### src/rtl/overdrive_pkg.sv
// Shared types and helpers for the overdrive chain (pregain stage and shaper).
// Samples are signed 32-bit fixed point with the fraction width given by FRAC_BITS.
package overdrive_pkg;

  localparam int FRAC_BITS_DEF = 12;
  localparam int UNITY_GAIN    = 1 << FRAC_BITS_DEF;

  typedef logic signed [31:0] sample_t;

  typedef struct packed {
    sample_t value;
    logic    sat;
  } sat_res_t;

  localparam logic signed [63:0] S32_MAX = 64'sh0000_0000_7FFF_FFFF;
  localparam logic signed [63:0] S32_MIN = 64'shFFFF_FFFF_8000_0000;

  // Rescale a full-precision product by frac_bits (floor) and clamp to 32 bits.
  function automatic sat_res_t sat_s64_to_s32(input logic signed [63:0] product,
                                              input int unsigned       frac_bits);
    logic signed [63:0] scaled;
    sat_res_t           res;
    scaled    = product >>> frac_bits;
    res.value = scaled[31:0];
    res.sat   = 1'b0;
    if (scaled > S32_MAX) begin
      res.value = 32'sh7FFF_FFFF;
      res.sat   = 1'b1;
    end else if (scaled < S32_MIN) begin
      res.value = 32'sh8000_0000;
      res.sat   = 1'b1;
    end
    return res;
  endfunction

endpackage

### src/rtl/overdrive_gain_ramp.sv
// Working-gain tracker: latches the target on load and walks the working gain
// toward it by at most RAMP_STEP per accepted sample.
module overdrive_gain_ramp #(
  parameter int                      GAIN_W    = 16,
  parameter int                      RAMP_STEP = 16,
  parameter logic [GAIN_W-1:0]       UNITY     = 16'h1000
) (
  input  logic              clk_i,
  input  logic              rst_n_i,
  input  logic              valid_i,
  input  logic              gain_load_i,
  input  logic [GAIN_W-1:0] gain_target_i,
  output logic [GAIN_W-1:0] cur_gain_o,
  output logic              ramping_o
);

  localparam logic [GAIN_W-1:0] STEP = GAIN_W'(RAMP_STEP);

  logic [GAIN_W-1:0] tgt_q, tgt_d;
  logic [GAIN_W-1:0] cur_q, cur_d;
  logic              ramp_q, ramp_d;

  // The step always chases the target held before this edge, so a load that
  // coincides with a sample only influences the following sample's step.
  always_comb begin
    tgt_d = gain_load_i ? gain_target_i : tgt_q;
    cur_d = cur_q;
    if (valid_i) begin
      if (tgt_q > cur_q) begin
        cur_d = ((tgt_q - cur_q) <= STEP) ? tgt_q : cur_q + STEP;
      end else if (tgt_q < cur_q) begin
        cur_d = ((cur_q - tgt_q) <= STEP) ? tgt_q : cur_q - STEP;
      end
    end
    ramp_d = (cur_d != tgt_d);
  end

  always_ff @(posedge clk_i or negedge rst_n_i) begin
    if (!rst_n_i) begin
      tgt_q  <= UNITY;
      cur_q  <= UNITY;
      ramp_q <= 1'b0;
    end else begin
      tgt_q  <= tgt_d;
      cur_q  <= cur_d;
      ramp_q <= ramp_d;
    end
  end

  assign cur_gain_o = cur_q;
  assign ramping_o  = ramp_q;

endmodule

### src/rtl/overdrive_pregain.sv
// Drive stage ahead of the overdrive shaper: sample * ramped gain, floor-rescaled
// and saturated to 32 bits, three register stages (sample -> product -> result).
module overdrive_pregain
  import overdrive_pkg::*;
#(
  parameter int FRAC_BITS = 12,
  parameter int GAIN_W    = 16,
  parameter int RAMP_STEP = 16
) (
  input  logic              i_clk,
  input  logic              i_rst_n,
  input  logic              i_valid,
  input  logic [31:0]       i_sample,
  input  logic              i_gain_load,
  input  logic [GAIN_W-1:0] i_gain_target,
  input  logic              i_bypass,
  output logic              o_valid,
  output logic [31:0]       o_sample,
  output logic              o_sat,
  output logic              o_ramping
);

  localparam int                STAGES = 2;
  localparam logic [GAIN_W-1:0] UNITY  = GAIN_W'(64'd1 << FRAC_BITS);

  logic [STAGES:0]    vld_pipe_q;
  logic [GAIN_W-1:0]  cur_gain;
  logic               ramping;

  sample_t            s0_sample_q;
  logic [GAIN_W-1:0]  s0_gain_q;
  logic               s0_byp_q;

  logic signed [63:0] s1_prod_q, s1_prod_d;
  sample_t            s1_sample_q;
  logic               s1_byp_q;

  sat_res_t           s2_res;
  logic [31:0]        out_sample_q;
  logic               out_sat_q;

  overdrive_gain_ramp #(
    .GAIN_W   (GAIN_W),
    .RAMP_STEP(RAMP_STEP),
    .UNITY    (UNITY)
  ) u_ramp (
    .clk_i        (i_clk),
    .rst_n_i      (i_rst_n),
    .valid_i      (i_valid),
    .gain_load_i  (i_gain_load),
    .gain_target_i(i_gain_target),
    .cur_gain_o   (cur_gain),
    .ramping_o    (ramping)
  );

  always_ff @(posedge i_clk or negedge i_rst_n) begin
    if (!i_rst_n) vld_pipe_q <= '0;
    else          vld_pipe_q <= {vld_pipe_q[STAGES-1:0], i_valid};
  end

  // S0: capture sample with the gain in force before this edge's ramp step.
  always_ff @(posedge i_clk or negedge i_rst_n) begin
    if (!i_rst_n) begin
      s0_sample_q <= '0;
      s0_gain_q   <= '0;
      s0_byp_q    <= 1'b0;
    end else if (i_valid) begin
      s0_sample_q <= sample_t'(i_sample);
      s0_gain_q   <= cur_gain;
      s0_byp_q    <= i_bypass;
    end
  end

  // Gain is unsigned, so it gets a zero sign bit before the signed multiply.
  assign s1_prod_d = 64'(s0_sample_q) * 64'(signed'({1'b0, s0_gain_q}));

  always_ff @(posedge i_clk or negedge i_rst_n) begin
    if (!i_rst_n) begin
      s1_prod_q   <= '0;
      s1_sample_q <= '0;
      s1_byp_q    <= 1'b0;
    end else if (vld_pipe_q[0]) begin
      s1_prod_q   <= s1_prod_d;
      s1_sample_q <= s0_sample_q;
      s1_byp_q    <= s0_byp_q;
    end
  end

  always_comb begin
    s2_res = sat_s64_to_s32(s1_prod_q, FRAC_BITS);
    if (s1_byp_q) begin
      s2_res.value = s1_sample_q;
      s2_res.sat   = 1'b0;
    end
  end

  always_ff @(posedge i_clk or negedge i_rst_n) begin
    if (!i_rst_n) begin
      out_sample_q <= '0;
      out_sat_q    <= 1'b0;
    end else begin
      out_sat_q <= vld_pipe_q[1] & s2_res.sat;
      if (vld_pipe_q[1]) out_sample_q <= s2_res.value;
    end
  end

  assign o_valid   = vld_pipe_q[STAGES];
  assign o_sample  = out_sample_q;
  assign o_sat     = out_sat_q;
  assign o_ramping = ramping;

endmodule

### config.mk
export PLATFORM = sky130hd
export DESIGN_NAME = overdrive_pregain
export DESIGN_NICKNAME = d
export VERILOG_FILES = /design/src/rtl/overdrive_pkg.sv /design/src/rtl/overdrive_gain_ramp.sv /design/src/rtl/overdrive_pregain.sv
export SDC_FILE = /design/constraint.sdc
export NUM_CORES = 2
export LEC_CHECK = 0
export CAP_MARGIN = 20
export CORE_ASPECT_RATIO = 0.5
export CORE_MARGIN = 2
export CORE_UTILIZATION = 41
export CTS_CLUSTER_SIZE = 20
export DETAILED_ROUTE_END_ITERATION = 6
export SYNTH_ARGS = -nofsm -noshare
export SYNTH_HDL_FRONTEND = slang
export SYNTH_SLANG_ARGS = --single-unit
### constraint.sdc
create_clock -name i_clk -period 8 [get_ports i_clk]
set_clock_uncertainty 0.2 [all_clocks]
set_input_delay 0.8 -clock i_clk [delete_from_list [all_inputs] [get_ports i_clk]]
set_output_delay 0.8 -clock i_clk [all_outputs]
set_load 0.01 [all_outputs]
# Word level (Yosys, flattened, before mapping)
# Cells that the tools add are included.
totals:
  ff_bits: 200
  latchBits: 0
  ramBits: 0
  rom_bits: 0
  output_inout_bits: 35
  n_memories: 0
classes:
  addsub: 4
  mul: 1
  div: 0
  magnitude_cmp: 6
  eq_ne: 1
  shifts: 0
  mux: 9
  bitwise_logic: 1
  n_reduce_logical: 0
op_table:
  columns: ["cell", "n"]
  rows:
  - ["$mux W33", 3]
  - ["$mux W16", 6]
  - ["$mul A32 B17 Y49", 1]
  - ["$gt A37 B32 Y1 const B", 1]
  - ["$lt A37 B32 Y1 const B", 1]
  - ["$le A16 B5 Y1 const B", 2]
  - ["$sub A16 B16 Y16", 2]
  - ["$add A16 B5 Y16 const B", 1]
  - ["$gt A16 B16 Y1", 1]
  - ["$lt A16 B16 Y1", 1]
  - ["$ne A16 B16 Y1", 1]
  - ["$sub A16 B5 Y16 const B", 1]
  - ["$and A1 B1 Y1", 1]

# Longest topological paths before layout
logic_depth:
  word_depth: 7
  depth_mapped: 27

# Cells and area by module
# From an unflattened synthesis, not the netlist that was laid out.
unflattened:
  hier_cells: 3135
  hier_area_um2: 28527.4
by_module_without_submodules:
  columns: ["module", "n_inst", "cells_each", "area_each_um2", "seq_area_each_um2"]
  rows:
  - ["overdrive_pregain", 1, 2534, 24074.3, 3878.7]
  - ["overdrive_gain_ramp", 1, 601, 4453.0, 828.3]

# Least setup slack after synthesis
# No wires, ideal clock.
synth_timing:
  kind: "flip-flop to flip-flop"
  startpoint: "register s0_sample_q[20]"
  endpoint: "register s1_prod_q[48] (netlist name)"
  arrival_ns: 6.866
  required_time_ns: 7.675
  slack_ns: 0.809
  stages_incl_launch_ff: 26
  synth_period_minus_slack_ns: 7.191
  cell_sequence: "dfrtp_1 clkbuf_1 clkbuf_1 nand2_1 fa_1 fa_1 fa_1 inv_1 fa_1 fa_1 inv_1 fa_1 inv_1 ha_1 and4_1 a221oi_1 nor3_1 o31a_1 a31oi_1 o31ai_2 o21ai_1 a21oi_1 a2111oi_2 o21bai_1 xnor2_1 mux2_2"
synth_between:
  elab_chain_len: 1
synth_rtl:
  columns: ["element", "line_no", "source"]
  rows:
  - ["start: declaration", "overdrive_pregain.sv:30", "sample_t s0_sample_q;"]
  - ["start signal: assignment", "overdrive_pregain.sv:68", "s0_sample_q <= sample_t'(i_sample);"]
  - ["$mul A32 B17 Y49", "overdrive_pregain.sv:75", "assign s1_prod_d = 64'(s0_sample_q) * 64'(signed'({1'b0, s0_gain_q}));"]
# No other way between the ends.
# A chain may end at the register's enable or synchronous reset.

# Worst setup path in the final report
layout_timing:
  startpoint: "register s0_gain_q[4]"
  endpoint: "register s1_prod_q[48] (netlist name)"
layout_between:
  elab_chain_len: 1
layout_rtl:
  columns: ["element", "line_no", "source"]
  rows:
  - ["start: declaration", "overdrive_pregain.sv:31", "logic [GAIN_W-1:0] s0_gain_q;"]
  - ["start signal: assignment", "overdrive_pregain.sv:69", "s0_gain_q <= cur_gain;"]
  - ["$mul A32 B17 Y49", "overdrive_pregain.sv:75", null]
# No other way between the ends.

==> qor.txt <==
Outcome: finished clean
Final Setup Violations: 0
Row cnt: 67
GR Util met1: 31.13%
Tcrit/Tclk final: 95.05%
Root Driver: clkbuf_16
RSZ-0062 raised after global routing: false
Fin crit period: 7604 ps
Share of post-route cells with drive strength above 1: 9.661%
Die ar.: 69770 um^2
Measured slew at the worst slew-check pin: 944.0 ps
DRT Pass-1 Iters: 7
Hold Crit Class: in2async
Final setup margin: 395.6 ps
Area growth syn-to-layout: 10.12%
Initial Util: 41.40%
Vias: 20530
Reg2Reg Capture Point: s1_prod_q[48]
Vias per inst: 5.182
Max-cap violation count: 0
Deepest clock path buffer count: 2
R2R Setup Slk: 400 ps
CP startpoint kind: flop
DRC viols: 0
Hold_buf cts: 0
Syn avg cell area: 9.250 um^2
Antenna viol nets, final: 0
GR Layer Usage met2: 38.12%
# IOs: 88
Post-synth top area cell: fa_1
Number of H-tree levels: 4
Clk_lat worst skew: 490 ps
Endpoint class of the critical path: flop
Final Wtd Congestion: 0.9392
Final Hold Vio Count: 0
Cell Area, Placed: 29850 um^2
Clock-pin slew on the worst setup and hold paths: 80 ps
Vias in the first global route: 22010
Hold WS: 145.7 ps
Post-synthesis async set-or-reset flop share: 100.0%
Design area: 30500 um^2
Die X: 371.6 um
Top Usage Layer GRT: met2
Worst EP arrival: 7770 ps
Layout net count: 3739
IO buf count: 87
Cells after Synth: 2994
Synth top area share: 35.20%
Max Fclk: 131.5 MHz
Dpl hpwl: 61.21 mm
R2R Path Start: s0_gain_q[4]
Top FF cell, synth: dfrtp_1
Critical path class: reg2reg
Yosys reg bits: 188
CP max FO: 20
Worst EP required: 8170 ps
M3 GR Usage: 2.789%
First-pass GRT wire length: 124.2 mm
Clk sinks: 188
Synth Cell Area: 27700 um^2
Largest net degree at the start of global routing: 74
Yosys cell types: 84
Num CTS Buffers: 17
Wire per inst: 19.17 um
Fill cell count: 6476
Die height: 187.8 um
Syn_nets: 3682
WL final: 75.94 mm
Total gr overflow: 0
Worst reg2reg path depth: 27
Initial antenna violation count: 0
GRT Total Usage: 23.04%
Initial DRC count: 1263
Worst slew margin: 36.95%
Synth area leaders: fa_1 35%, dfrtp_1 17%, inv_1 8.9%
Synth warn: 0
Seq/Total Area, Yosys: 17.00%
CTS tree: yes
Pre-CTS WS: -218.3 ps
Final core utilization: 45.59%
Max Slew Vio Count: 0
EDFF count, synth: 0
Core box area: 66900 um^2
how the worst max path moves through the flow:
stage,start,endpoint,slack [ps],cells past startpoint
2_1_floorplan,s0_sample_q[20],s1_prod_q[48],810,25
3_3_place_gp,s0_gain_q[4],s1_prod_q[48],-140,27
3_5_place_dp,s0_gain_q[4],s1_prod_q[48],-220,27
4_1_cts,s0_gain_q[5],s1_prod_q[48],20,27
5_1_grt,s0_gain_q[4],s1_prod_q[44],10,28
6_report,s0_gain_q[4],s1_prod_q[48],400,27
layer usage:
| metal | part of all wire, % | vias up |
|---|---|---|
| met3 | 4.5 | 125 |
| met4 | 3.5 | 0 |
| met1 | 45 | 10580 |
| li1 | - | 9306 |
| met5 | 0 | - |
| met2 | 47 | 523 |
cells in the mapped netlist, types with 20 or more instances:
cell type,instances
a21o_1,22
a21oi_1,135
and2_1,231
clkbuf_1,132
dfrtp_1,186
fa_1,487
ha_1,148
inv_1,655
mux2_2,115
nand2_1,380
nand3_1,21
nor2_1,58
nor3_1,20
o21ai_0,78
xnor2_1,49
kinds of logic after synthesis:
kind of cell    after synthesis  share of synthesized area [%]
simple gates                802                          14.19
compound gates              371                          8.511
buf+inv                     803                          11.09
flops                       188                          17.00
fa+ha+maj                   635                          41.89
xor+xnor                     64                          2.024
mux                         131                          5.299
cells in the final DEF (no fill, tap or decap), types with 5 or more instances in the layout:
master             n
nand2_1          380
a31oi_1            7
and2_1           231
nand3_1           21
mux2i_1           15
o22ai_1            8
or4_1              6
a21o_1            22
clkbuf_16         17
xnor2_1           49
fa_1             487
xor2_1            15
o2111ai_1          5
dfrtp_1          171
mux2_2           115
buf_4             94
inv_1            655
o211ai_1           9
o21a_1            13
o21ai_0           78
a21oi_1          134
and3_1            11
nor2b_1           12
a31o_2             6
nand2b_1           7
nor3b_1            6
nor2_1            58
ha_1             148
nand4_1           13
a22oi_1            6
or3_1              9
clkdlybuf4s50_1   85
nor4_1             9
a211oi_1           9
dfrtp_2           13
o31ai_1           10
o21ai_1            7
nor3_1            20
worst max-delay path, cell delays in order (launching register included):
cell       delay, ps
dfrtp_4          610
and2_1           200
fa_1             470
inv_1             60
fa_1             570
fa_1             450
fa_1             550
inv_1             50
fa_1             490
inv_1             60
fa_1             480
inv_1             40
ha_1             340
a21o_1           210
a21o_1           200
a21oi_4          250
a2111oi_2        110
buf_4            150
o31a_1           300
a31oi_2          250
o31ai_2          100
buf_4            170
o21ai_1          240
a21oi_1          140
a2111oi_2        290
o21bai_1         120
xnor2_1          130
mux2_2           260
through the flow:
step                      setup TNS (ps)  cells
after floorplan                        0   2994
after global placement            -252.5   3928
after detailed placement          -634.1   3928
after CTS                              0   3961
after global routing                   0   3961
final                                  0   3962
final cells by class:
type                       count  area, um^2  share of cell area [%]
multi-input combinational   2003       19960                   65.45
sequential                   188        4731                   15.51
inverter                     657        2466                   8.086
timing repair buffer         184        1635                   5.362
tap                          897        1122                   3.680
clock buffer                  19       452.9                   1.485
clock inverter                13       128.9                  0.4225
antenna                        1       2.502                0.008205
flip-flops by register name, indices dropped and copies added (netlist names):
signal and flops:
o_sample 32, u_ramp.tgt_q 16, o_sat 1, s1_sample_q 32, s1_prod_q 37, u_ramp.cur_gain_o 16
s0_gain_q 16, s0_byp_q 1, s1_byp_q 1, vld_pipe_q 3, s0_sample_q 32, u_ramp.ramping_o 1
what timing repair did:
action | 4_1_cts | 5_1_grt
pin swaps | 1 | 1
setup endpoints to repair | 6 | 9
buffers inserted | 1 | 0
gates resized for setup | 2 | 20
Power is not shown: default switching activity piles up to over one toggle a cycle in this logic, so the estimate is an artifact.
